===== config.mk =====
export PLATFORM = sky130hd
export DESIGN_NAME = regfile_write_arbiter_flat
export DESIGN_NICKNAME = d
export VERILOG_FILES = /design/src/rtl/regfile_write_arbiter_pkg.sv /design/src/rtl/regfile_write_arbiter_if.sv /design/src/rtl/regfile_write_arbiter_wb_fifo.sv /design/src/rtl/regfile_write_arbiter.sv /design/src/flat_wrapper.sv
export SDC_FILE = /design/constraint.sdc
export NUM_CORES = 1
export LEC_CHECK = 0
export ABC_AREA = 1
export BUFFER_PORTS_ARGS = -buffer_cell sky130_fd_sc_hd__buf_2
export CAP_MARGIN = 25
export CORE_MARGIN = 10
export CORE_UTILIZATION = 61
export DETAILED_ROUTE_END_ITERATION = 16
export HOLD_SLACK_MARGIN = 0.02
export PLACE_DENSITY = 0.88
export RECOVER_POWER = 100
export SETUP_SLACK_MARGIN = 0.3
export SKIP_CTS_REPAIR_TIMING = 1
export SKIP_LAST_GASP = 1
export SYNTH_ARGS = -nofsm -noshare
export SYNTH_HDL_FRONTEND = slang
export SYNTH_HIERARCHICAL = 1
export SYNTH_SLANG_ARGS = --single-unit

===== constraint.sdc =====
create_clock -name CLK -period 3.6 [get_ports CLK]
set_input_delay 0.36 -clock CLK [delete_from_list [all_inputs] [get_ports CLK]]
set_output_delay 0.36 -clock CLK [all_outputs]
set_load 0.05 [all_outputs]

===== src/rtl/regfile_write_arbiter_pkg.sv =====
// Shared definitions for the register-file write arbiter: default widths,
// register count and the requester-select type used for round-robin state.
package regfile_arb_pkg;

    localparam int ADDR_W = 3;
    localparam int DATA_W = 8;
    localparam int NREG   = 8;

    typedef enum logic {
        PORT_A = 1'b0,
        PORT_B = 1'b1
    } port_sel_e;

endpackage


===== src/rtl/regfile_write_arbiter_if.sv =====
// Bundle of the two requester handshakes, the register-file write port and
// the read-address hazard lookup. The arbiter sits on the slave side.
interface regfile_write_arbiter_if #(
    parameter int ADDR_W = regfile_arb_pkg::ADDR_W,
    parameter int DATA_W = regfile_arb_pkg::DATA_W
);

    logic                     A_VALID;
    logic                     A_READY;
    logic [ADDR_W-1:0]        A_ADDR;
    logic signed [DATA_W-1:0] A_DATA;

    logic                     B_VALID;
    logic                     B_READY;
    logic [ADDR_W-1:0]        B_ADDR;
    logic signed [DATA_W-1:0] B_DATA;

    logic                     WRITE;
    logic [ADDR_W-1:0]        INADDRESS;
    logic signed [DATA_W-1:0] IN;

    logic [ADDR_W-1:0]        RD1ADDR;
    logic [ADDR_W-1:0]        RD2ADDR;
    logic                     HAZARD1;
    logic                     HAZARD2;

    modport master (
        output A_VALID, A_ADDR, A_DATA,
        input  A_READY,
        output B_VALID, B_ADDR, B_DATA,
        input  B_READY,
        input  WRITE, INADDRESS, IN,
        output RD1ADDR, RD2ADDR,
        input  HAZARD1, HAZARD2
    );

    modport slave (
        input  A_VALID, A_ADDR, A_DATA,
        output A_READY,
        input  B_VALID, B_ADDR, B_DATA,
        output B_READY,
        output WRITE, INADDRESS, IN,
        input  RD1ADDR, RD2ADDR,
        output HAZARD1, HAZARD2
    );

endinterface


===== src/rtl/regfile_write_arbiter_wb_fifo.sv =====
// Small writeback queue: DEPTH entries of {address, data}, with a per-slot
// match vector against the two read addresses so the top can flag hazards
// on anything still waiting to be written.
module wb_fifo #(
    parameter int DEPTH  = 2,
    parameter int DATA_W = 8,
    parameter int ADDR_W = 3
) (
    input  logic                     CLK,
    input  logic                     RESET,
    input  logic                     push,
    input  logic [ADDR_W-1:0]        push_addr,
    input  logic signed [DATA_W-1:0] push_data,
    input  logic                     pop,
    output logic                     ready,
    output logic                     nonempty,
    output logic [ADDR_W-1:0]        head_addr,
    output logic signed [DATA_W-1:0] head_data,
    input  logic [ADDR_W-1:0]        rd1addr,
    input  logic [ADDR_W-1:0]        rd2addr,
    output logic [DEPTH-1:0]         match1,
    output logic [DEPTH-1:0]         match2
);

    localparam int PTR_W = $clog2(DEPTH);
    localparam int CNT_W = PTR_W + 1;

    logic [PTR_W-1:0]         rd_ptr;
    logic [PTR_W-1:0]         wr_ptr;
    logic [CNT_W-1:0]         count;
    logic [ADDR_W-1:0]        addr_mem [DEPTH];
    logic signed [DATA_W-1:0] data_mem [DEPTH];
    logic                     do_push;
    logic                     do_pop;
    logic [PTR_W-1:0]         off;

    // Ready depends only on occupancy (and reset), never on the requester's valid.
    assign ready     = !RESET && (count < CNT_W'(DEPTH));
    assign nonempty  = (count != '0);
    assign do_push   = push && ready;
    assign do_pop    = pop && nonempty && !RESET;
    assign head_addr = addr_mem[rd_ptr];
    assign head_data = data_mem[rd_ptr];

    // Pointers wrap naturally at DEPTH (power of two); simultaneous push/pop keeps count.
    always_ff @(posedge CLK) begin
        if (RESET) begin
            rd_ptr <= '0;
            wr_ptr <= '0;
            count  <= '0;
        end else begin
            if (do_push) wr_ptr <= wr_ptr + 1'b1;
            if (do_pop)  rd_ptr <= rd_ptr + 1'b1;
            count <= count + CNT_W'(do_push) - CNT_W'(do_pop);
        end
    end

    // Entry storage is pure datapath; stale contents are masked by occupancy.
    always_ff @(posedge CLK) begin
        if (do_push) begin
            addr_mem[wr_ptr] <= push_addr;
            data_mem[wr_ptr] <= push_data;
        end
    end

    // A slot is live when its distance from the read pointer is below the count.
    always_comb begin
        match1 = '0;
        match2 = '0;
        off    = '0;
        for (int i = 0; i < DEPTH; i++) begin
            off = PTR_W'(i) - rd_ptr;
            if ({1'b0, off} < count) begin
                match1[i] = (addr_mem[i] == rd1addr);
                match2[i] = (addr_mem[i] == rd2addr);
            end
        end
    end

endmodule


===== src/rtl/regfile_write_arbiter.sv =====
// Two-requester register-file write arbiter. ALU and load writebacks each
// queue in a wb_fifo; one head per cycle is granted round-robin and
// registered onto the register-file write port. Hazard flags cover every
// queued entry plus the write currently being presented.
module regfile_write_arbiter
    import regfile_arb_pkg::*;
#(
    parameter int DEPTH  = 2,
    parameter int DATA_W = regfile_arb_pkg::DATA_W,
    parameter int ADDR_W = regfile_arb_pkg::ADDR_W
) (
    input  logic                  CLK,
    input  logic                  RESET,
    regfile_write_arbiter_if.slave bus
);

    logic                     a_ready, b_ready;
    logic                     a_ne, b_ne;
    logic                     grant_a, grant_b;
    logic [ADDR_W-1:0]        a_head_addr, b_head_addr;
    logic signed [DATA_W-1:0] a_head_data, b_head_data;
    logic [DEPTH-1:0]         a_m1, a_m2, b_m1, b_m2;
    port_sel_e                last;

    logic                     vld_p0;
    logic [ADDR_W-1:0]        addr_p0;
    logic signed [DATA_W-1:0] data_p0;

    wb_fifo #(.DEPTH(DEPTH), .DATA_W(DATA_W), .ADDR_W(ADDR_W)) u_fifo_a (
        .CLK       (CLK),
        .RESET     (RESET),
        .push      (bus.A_VALID),
        .push_addr (bus.A_ADDR),
        .push_data (bus.A_DATA),
        .pop       (grant_a),
        .ready     (a_ready),
        .nonempty  (a_ne),
        .head_addr (a_head_addr),
        .head_data (a_head_data),
        .rd1addr   (bus.RD1ADDR),
        .rd2addr   (bus.RD2ADDR),
        .match1    (a_m1),
        .match2    (a_m2)
    );

    wb_fifo #(.DEPTH(DEPTH), .DATA_W(DATA_W), .ADDR_W(ADDR_W)) u_fifo_b (
        .CLK       (CLK),
        .RESET     (RESET),
        .push      (bus.B_VALID),
        .push_addr (bus.B_ADDR),
        .push_data (bus.B_DATA),
        .pop       (grant_b),
        .ready     (b_ready),
        .nonempty  (b_ne),
        .head_addr (b_head_addr),
        .head_data (b_head_data),
        .rd1addr   (bus.RD1ADDR),
        .rd2addr   (bus.RD2ADDR),
        .match1    (b_m1),
        .match2    (b_m2)
    );

    assign bus.A_READY = a_ready;
    assign bus.B_READY = b_ready;

    // Round-robin pick: on a tie the port that did not win last time goes.
    always_comb begin
        grant_a = a_ne && (!b_ne || (last == PORT_B));
        grant_b = b_ne && !grant_a;
    end

    // ---- stage p0: registered register-file write port ----
    // Address/data hold their last values when nothing is granted.
    always_ff @(posedge CLK) begin
        if (RESET) begin
            vld_p0  <= 1'b0;
            addr_p0 <= '0;
            data_p0 <= '0;
            last    <= PORT_B;
        end else begin
            vld_p0 <= grant_a || grant_b;
            if (grant_a) begin
                addr_p0 <= a_head_addr;
                data_p0 <= a_head_data;
                last    <= PORT_A;
            end else if (grant_b) begin
                addr_p0 <= b_head_addr;
                data_p0 <= b_head_data;
                last    <= PORT_B;
            end
        end
    end

    assign bus.WRITE     = vld_p0;
    assign bus.INADDRESS = addr_p0;
    assign bus.IN        = data_p0;

    // Queue contents are about to be discarded while reset is held, so mask hazards then.
    assign bus.HAZARD1 = !RESET && ((|a_m1) || (|b_m1) || (vld_p0 && (addr_p0 == bus.RD1ADDR)));
    assign bus.HAZARD2 = !RESET && ((|a_m2) || (|b_m2) || (vld_p0 && (addr_p0 == bus.RD2ADDR)));

endmodule


===== src/flat_wrapper.sv =====
// flat-port wrapper written by rule: the top's interface ports become plain ports
module regfile_write_arbiter_flat import regfile_arb_pkg::*;
#(
    parameter int DEPTH  = 2,
    parameter int DATA_W = regfile_arb_pkg::DATA_W,
    parameter int ADDR_W = regfile_arb_pkg::ADDR_W
)
  (CLK, RESET, bus_A_VALID, bus_A_ADDR, bus_A_DATA, bus_A_READY, bus_B_VALID, bus_B_ADDR, bus_B_DATA, bus_B_READY, bus_WRITE, bus_INADDRESS, bus_IN, bus_RD1ADDR, bus_RD2ADDR, bus_HAZARD1, bus_HAZARD2);
  regfile_write_arbiter_if #(.ADDR_W(ADDR_W), .DATA_W(DATA_W)) bus_i ();
  input  logic CLK;
  input  logic RESET;
  input wire logic [$bits(bus_i.A_VALID)-1:0] bus_A_VALID;
  input wire logic [$bits(bus_i.A_ADDR)-1:0] bus_A_ADDR;
  input wire logic [$bits(bus_i.A_DATA)-1:0] bus_A_DATA;
  output wire logic [$bits(bus_i.A_READY)-1:0] bus_A_READY;
  input wire logic [$bits(bus_i.B_VALID)-1:0] bus_B_VALID;
  input wire logic [$bits(bus_i.B_ADDR)-1:0] bus_B_ADDR;
  input wire logic [$bits(bus_i.B_DATA)-1:0] bus_B_DATA;
  output wire logic [$bits(bus_i.B_READY)-1:0] bus_B_READY;
  output wire logic [$bits(bus_i.WRITE)-1:0] bus_WRITE;
  output wire logic [$bits(bus_i.INADDRESS)-1:0] bus_INADDRESS;
  output wire logic [$bits(bus_i.IN)-1:0] bus_IN;
  input wire logic [$bits(bus_i.RD1ADDR)-1:0] bus_RD1ADDR;
  input wire logic [$bits(bus_i.RD2ADDR)-1:0] bus_RD2ADDR;
  output wire logic [$bits(bus_i.HAZARD1)-1:0] bus_HAZARD1;
  output wire logic [$bits(bus_i.HAZARD2)-1:0] bus_HAZARD2;
  assign bus_i.A_VALID = bus_A_VALID;
  assign bus_i.A_ADDR = bus_A_ADDR;
  assign bus_i.A_DATA = bus_A_DATA;
  assign bus_A_READY = bus_i.A_READY;
  assign bus_i.B_VALID = bus_B_VALID;
  assign bus_i.B_ADDR = bus_B_ADDR;
  assign bus_i.B_DATA = bus_B_DATA;
  assign bus_B_READY = bus_i.B_READY;
  assign bus_WRITE = bus_i.WRITE;
  assign bus_INADDRESS = bus_i.INADDRESS;
  assign bus_IN = bus_i.IN;
  assign bus_i.RD1ADDR = bus_RD1ADDR;
  assign bus_i.RD2ADDR = bus_RD2ADDR;
  assign bus_HAZARD1 = bus_i.HAZARD1;
  assign bus_HAZARD2 = bus_i.HAZARD2;
  regfile_write_arbiter #(.DEPTH(DEPTH), .DATA_W(DATA_W), .ADDR_W(ADDR_W)) u_core (.CLK(CLK), .RESET(RESET), .bus(bus_i));
endmodule

Word level (Yosys, flattened, before mapping):

Memory sizes are Yosys's and may differ from the RTL's. A register that Yosys moved wholly into a read port is not among the register bits.
Cells that the tools add are included.

* register bits: 21
* bits in writable memories: 44
* input port bits: 32
* output and inout bits: 16
* logic and storage cells: 98
* memories kept: 4

Memory list
* u_core.u_fifo_a.data_mem: words 2, bits a word 8, rd ports 1, clocked after memory_dff 1, write ports 1, RTL line regfile_write_arbiter_wb_fifo.sv:32 `logic signed [DATA_W-1:0] data_mem [DEPTH];`
* u_core.u_fifo_b.data_mem: words 2, bits a word 8, rd ports 1, clocked after memory_dff 1, write ports 1, RTL line regfile_write_arbiter_wb_fifo.sv:32
* u_core.u_fifo_a.addr_mem: words 2, bits a word 3, rd ports 3, clocked after memory_dff 1, write ports 1, RTL line regfile_write_arbiter_wb_fifo.sv:31 `logic [ADDR_W-1:0] addr_mem [DEPTH];`
* u_core.u_fifo_b.addr_mem: words 2, bits a word 3, rd ports 3, clocked after memory_dff 1, write ports 1, RTL line regfile_write_arbiter_wb_fifo.sv:31

* $add $sub $neg: 12
* magnitude comparators: 6
* eq/ne operators: 10
* multiplexer cells: 26
* reduce and logical (&&, ||, !) cells: 30

Operator list (number)
* $eq 3x3->1: 10
* $mux 1: 22
* $mux 8: 2
* $logic_and 1x1->1: 14
* $lt 1x2->1: 4
* $reduce_or 2->1: 4
* $logic_or 1x1->1: 6
* $mux 3: 2
* $reduce_bool 2->1: 3
* $add 1x1->1 const B: 4
* $add 2x1->2: 2
* $lt 2x2->1 const B: 2
* $sub 1x1->1 const A: 4
* $sub 2x1->2: 2
* $logic_not 1->1: 3

Depth between registers and ports, before layout:

* depth in word-level cells: 10
* gate-level depth with buffers: 17
* gate-level depth less buffers: 16

Modules after synthesis:

Netlist, hierarchy kept.

By module, submodules not included
* wb_fifo: times used 2, cells an instance 101, area an instance 1266.2 um2
* regfile_write_arbiter: times used 1, cells an instance 164, area an instance 874.6 um2

Worst setup path after synthesis:

No wires, ideal clock.

* kind: register to output
* start point: register u_core.addr_p0[1], in the netlist u_core/bus.INADDRESS[1]
* end point: output port bus_HAZARD1
* arrival: 1.811 ns
* data required time: 3.240 ns
* setup slack: 1.429 ns
* stages on the path, launching flop included: 7
* path buffers: 0
* path through: dfxtp_1 > inv_1 > nand2_1 > nand2_1 > nor2_1 > nand2_1 > a21oi_1

* cells in the longest elaborated chain, start to end: 4

Ends and longest elaborated chain
* start, declared: RTL line regfile_write_arbiter.sv:26 `logic [ADDR_W-1:0] addr_p0;`
* start signal, assigned: RTL line regfile_write_arbiter.sv:83 `addr_p0 <= a_head_addr;`
* start signal, assigned: RTL line regfile_write_arbiter.sv:87 `addr_p0 <= b_head_addr;`
* $eq 3x3->1: RTL line regfile_write_arbiter.sv:99 `assign bus.HAZARD1 = !RESET && ((|a_m1) || (|b_m1) || (vld_p0 && (addr_p0 == bus.RD1ADDR)));`
* $logic_and 1x1->1: RTL line regfile_write_arbiter.sv:99
* $logic_or 1x1->1: RTL line regfile_write_arbiter.sv:99
* $logic_and 1x1->1: RTL line regfile_write_arbiter.sv:99
* end, declared: RTL line flat_wrapper.sv:25 `output wire logic [$bits(bus_i.HAZARD1)-1:0] bus_HAZARD1;`

Every way passes these cells.

Worst setup path after layout:

* start point: register u_core.u_fifo_b.count[1]
* end point: register u_core.u_fifo_b.count[1]

* cells in the longest elaborated chain, start to end: 9

Ends and longest elaborated chain
* start, declared: RTL line regfile_write_arbiter_wb_fifo.sv:30 `logic [CNT_W-1:0] count;`
* start signal, assigned: RTL line regfile_write_arbiter_wb_fifo.sv:54 `count <= count + CNT_W'(do_push) - CNT_W'(do_pop);`
* $reduce_bool 2->1: RTL line regfile_write_arbiter_wb_fifo.sv:39 `assign nonempty = (count != '0);`
* net u_core.b_ne: RTL line regfile_write_arbiter.sv:18 `logic a_ne, b_ne;`
* $logic_not 1->1: RTL line regfile_write_arbiter.sv:68 `grant_a = a_ne && (!b_ne || (last == PORT_B));`
* $logic_or 1x1->1: RTL line regfile_write_arbiter.sv:68
* $logic_and 1x1->1: RTL line regfile_write_arbiter.sv:68
* net u_core.grant_a: RTL line regfile_write_arbiter.sv:19 `logic grant_a, grant_b;`
* $logic_not 1->1: RTL line regfile_write_arbiter.sv:69 `grant_b = b_ne && !grant_a;`
* $logic_and 1x1->1: RTL line regfile_write_arbiter.sv:69
* net u_core.grant_b: RTL line regfile_write_arbiter.sv:19
* $logic_and 1x1->1 (2 in a row): RTL line regfile_write_arbiter_wb_fifo.sv:41 `assign do_pop = pop && nonempty && !RESET;`
* net u_core.u_fifo_b.do_pop: RTL line regfile_write_arbiter_wb_fifo.sv:34 `logic do_pop;`
* $sub 2x1->2: RTL line regfile_write_arbiter_wb_fifo.sv:54

The timed path passes the listed nets, and every way through them passes these cells.
A chain may end at the register's enable or synchronous reset.

==> run metrics <==
number of endpoints with negative hold slack in the final report 0; remaining antenna violation count 0; CTS tree done; sequential-to-total area share from yosys stat ~52%; Relative slew margins 32.0%; Worst Setup Slack, final about 0.59 ns; nets ~450; clock transition at the register clock pins on the worst setup and hold paths after CTS about 0.070 ns; sequential group share of total power between 40% and 50%; pin count of the biggest net entering global routing 24; Via Count around 2600; total track usage 17.7%; cell count of the worst reg-to-reg path 16; M1 GR Usage around a fifth; most frequent cell on the critical path sky130_fd_sc_hd__nand2_1; cell with the largest stage delay on the worst path sky130_fd_sc_hd__nand2_1; portion of total power attributed to the clock network about 28%; cells after synthesis 366; global routing usage on met2 just under 30%; register bit count reported by yosys 67; count of inserted antenna diode cells 0; worst slack at placement roughly 0.84 ns; unique cell type count in the Yosys netlist 22; DR WL/cell around 15 microns; # IOs 48; starting density of the core around 62%; worst path bufs/invs 4; cell area after synthesis around 3400 sq um; standard-cell rows 27; iteration count of the initial detailed-routing pass 5; number of nets in the synthesized netlist roughly 400; minimum clock period after layout 3.01 ns; syn avg cell area 9.31 sq um; count of H-tree levels built during CTS 3; kind of critical path flip-flop to flip-flop; number of setup violations in the final report 0; global-route layer with the greatest usage met2; number of global-route vias before repair roughly 2500; Final Cycle Share between 80% and 90%; cell internal pwr roughly 0.0013 W; number of buffers added on ports 47; Chip Width roughly 95 microns; TritonCTS Buffers 9; final count of pins violating max slew 0; die area ~9000 sq um; number of buffers between clock root and the deepest sink 2; most common cell after layout, fill and taps aside sky130_fd_sc_hd__nand2_1; power per standard cell area 499 nW/um^2; switching share of power about a third; number of DRC markers after the initial detailed-route iteration between 200 and 250; end-of-flow core utilization between 60% and 70%; Comb pwr share between 20% and 30%; fraction of layout instances using a drive strength above 1 between 10 and 15%; sequential cell area ~1800 sq um; maximum operating frequency 332 MHz; final wirelength roughly 7600 microns; leakage component of the power 1.64 nW; Area growth syn-to-layout 10.9%; Yosys top cell area share about two fifths; Remaining Overflow, GRT 0; Sum Neg Setup Slack 0 ns; DR DRC count 0; area occupied by multi-input gates about 1400 sq um; worst voltage drop across the vdd grid ~0.00031 V; via density per instance 5.27; worst endpoint data arrival time between 3 and 4 ns; most frequent cells in the layout sky130_fd_sc_hd__nand2_1, sky130_fd_sc_hd__nor2_1, sky130_fd_sc_hd__inv_1, sky130_fd_sc_hd__edfxtp_1, sky130_fd_sc_hd__clkbuf_1; cell type group with the largest total delay on the critical path simple AND/OR/NAND/NOR gates; Synth warnings 6; Crit path required time 3.84 ns; cell at the root of the clock tree sky130_fd_sc_hd__clkbuf_8; Worst setup SP type flip-flop; setup repair after global routing missed its margin no; switching component of the power roughly 0.00063 W; post-DP HPWL 5500 microns; clock tree sinks 67; Max Cap Violations 0; dominant cells by area after synthesis sky130_fd_sc_hd__edfxtp_1, sky130_fd_sc_hd__dfxtp_1, sky130_fd_sc_hd__nand2_1; Worst Hold Class input pin to flip-flop; critical path, cell by cell inv_1, nand2_1, nand2_1, nand2_1, inv_1, nor2_1, nand2_2, nor2_4, ha_1, inv_1, ha_1, inv_1, nand2_1, nand3_1, nand2_1, nor2_1; Cells on Worst Hold Path 1; biggest area consumer among synthesized cells sky130_fd_sc_hd__edfxtp_1; worst slew pin tran 1.02 ns; die height about 95 microns; initial antenna violation count 0; final weighted congestion in routability-driven placement around 0.86; filler cell count approximately 430; wire length of the first global-routing pass between 10000 and 15000 microns; source-to-sink clock delay at the later pin of the worst-skew pair roughly 0.34 ns; largest driver fanout on the critical path 15; clock skew around 0.008 ns; global-route met3 utilization 7.53%; core area 5470 sq um; Crit. End Element flip-flop; outcome completed; path length in cells of the critical path 16; peak per-stage delay on the critical path ~0.44 ns
==> final cells by class <==
| type | count | share of cell area [%] |
|---|---|---|
| timing repair buffer | 47 | 5.36 |
| clock buffer | 10 | 3.38 |
| tap | 72 | 2.38 |
| inverter | 49 | 4.87 |
| sequential | 67 | 47.1 |
| clock inverter | 6 | 0.861 |
| multi-input combinational | 242 | 36.0 |
==> power groups by stage <==
| stage | combinational, W | clock (W) | sequential, W |
|---|---|---|---|
| after floorplan | 0.000277 | 0 | 0.00101 |
| after global placement | 0.000437 | 0 | 0.000930 |
| after detailed placement | 0.000454 | 0 | 0.000933 |
| after CTS | 0.000459 | 0.000536 | 0.000916 |
| after global routing | 0.000492 | 0.000570 | 0.000924 |
| final | 0.000447 | 0.000521 | 0.000917 |
==> path summary, 6_finish.rpt <==
kind | startpoint | endpoint | slack, ns
max | u_core/u_fifo_b/count[1] | u_core/u_fifo_b/count[1] | 0.59
min | bus_A_DATA[0] | u_core/u_fifo_a/data_mem[1][0] | 0.20
max reg2reg | u_core/u_fifo_b/count[1] | u_core/u_fifo_b/count[1] | 0.59
min reg2reg | u_core/u_fifo_a/wr_ptr | u_core/u_fifo_a/wr_ptr | 0.52
==> sequential cells by signal, indices dropped and copies added (netlist names), named ones only <==
name,cells
u_core/last,1
u_core/u_fifo_b/rd_ptr,1
u_core/u_fifo_b/data_mem,16
u_core/bus.WRITE,1
u_core/bus.INADDRESS,3
u_core/u_fifo_a/data_mem,16
u_core/u_fifo_b/count,2
u_core/u_fifo_a/addr_mem,6
u_core/u_fifo_a/rd_ptr,1
u_core/u_fifo_b/wr_ptr,1
u_core/u_fifo_b/addr_mem,6
u_core/u_fifo_a/count,2
u_core/u_fifo_a/wr_ptr,1
u_core/bus.IN,8
==> cells in the mapped netlist <==
cell type	count
sky130_fd_sc_hd__nand3_1	17
sky130_fd_sc_hd__buf_2	3
sky130_fd_sc_hd__nor2_1	66
sky130_fd_sc_hd__clkbuf_1	1
sky130_fd_sc_hd__dfxtp_1	23
sky130_fd_sc_hd__o21ai_1	2
sky130_fd_sc_hd__buf_6	3
sky130_fd_sc_hd__a21oi_1	8
sky130_fd_sc_hd__nor2_4	2
sky130_fd_sc_hd__nand2_1	86
sky130_fd_sc_hd__nor3b_1	2
sky130_fd_sc_hd__o21ai_0	1
sky130_fd_sc_hd__buf_4	1
sky130_fd_sc_hd__nand2_2	4
sky130_fd_sc_hd__mux2_1	2
sky130_fd_sc_hd__inv_2	4
sky130_fd_sc_hd__xnor2_1	24
sky130_fd_sc_hd__inv_1	45
sky130_fd_sc_hd__ha_1	4
sky130_fd_sc_hd__mux2_4	20
sky130_fd_sc_hd__nor2_2	4
sky130_fd_sc_hd__edfxtp_1	44
==> cells by family after synthesis <==
group | Yosys count | share of synthesized area, %
xor+xnor | 24 | 6.17
fa+ha+maj | 4 | 1.47
buf+inv | 57 | 7.16
mux | 22 | 9.47
simple gates | 181 | 21.8
flops | 67 | 52.3
compound gates | 11 | 1.62
==> per-stage QoR <==
stage	hold slack (ns)	std cells	total power (W)	instance area (sq um)
after global placement	0.489	477	0.00137	3670
after global routing	0.180	493	0.00199	3780
after floorplan	0.429	366	0.00128	3410
final	0.204	493	0.00189	3780
after detailed placement	0.501	477	0.00139	3670
after CTS	0.187	493	0.00191	3830
==> per-layer routing <==
| layer | share of wire (%) | wire [microns] |
|---|---|---|
| met5 | 0 | 0 |
| met1 | 38 | 2890 |
| met2 | 51 | 3910 |
| met4 | 2.2 | 167 |
| met3 | 8.8 | 674 |
(Power assumes the default switching activity.)
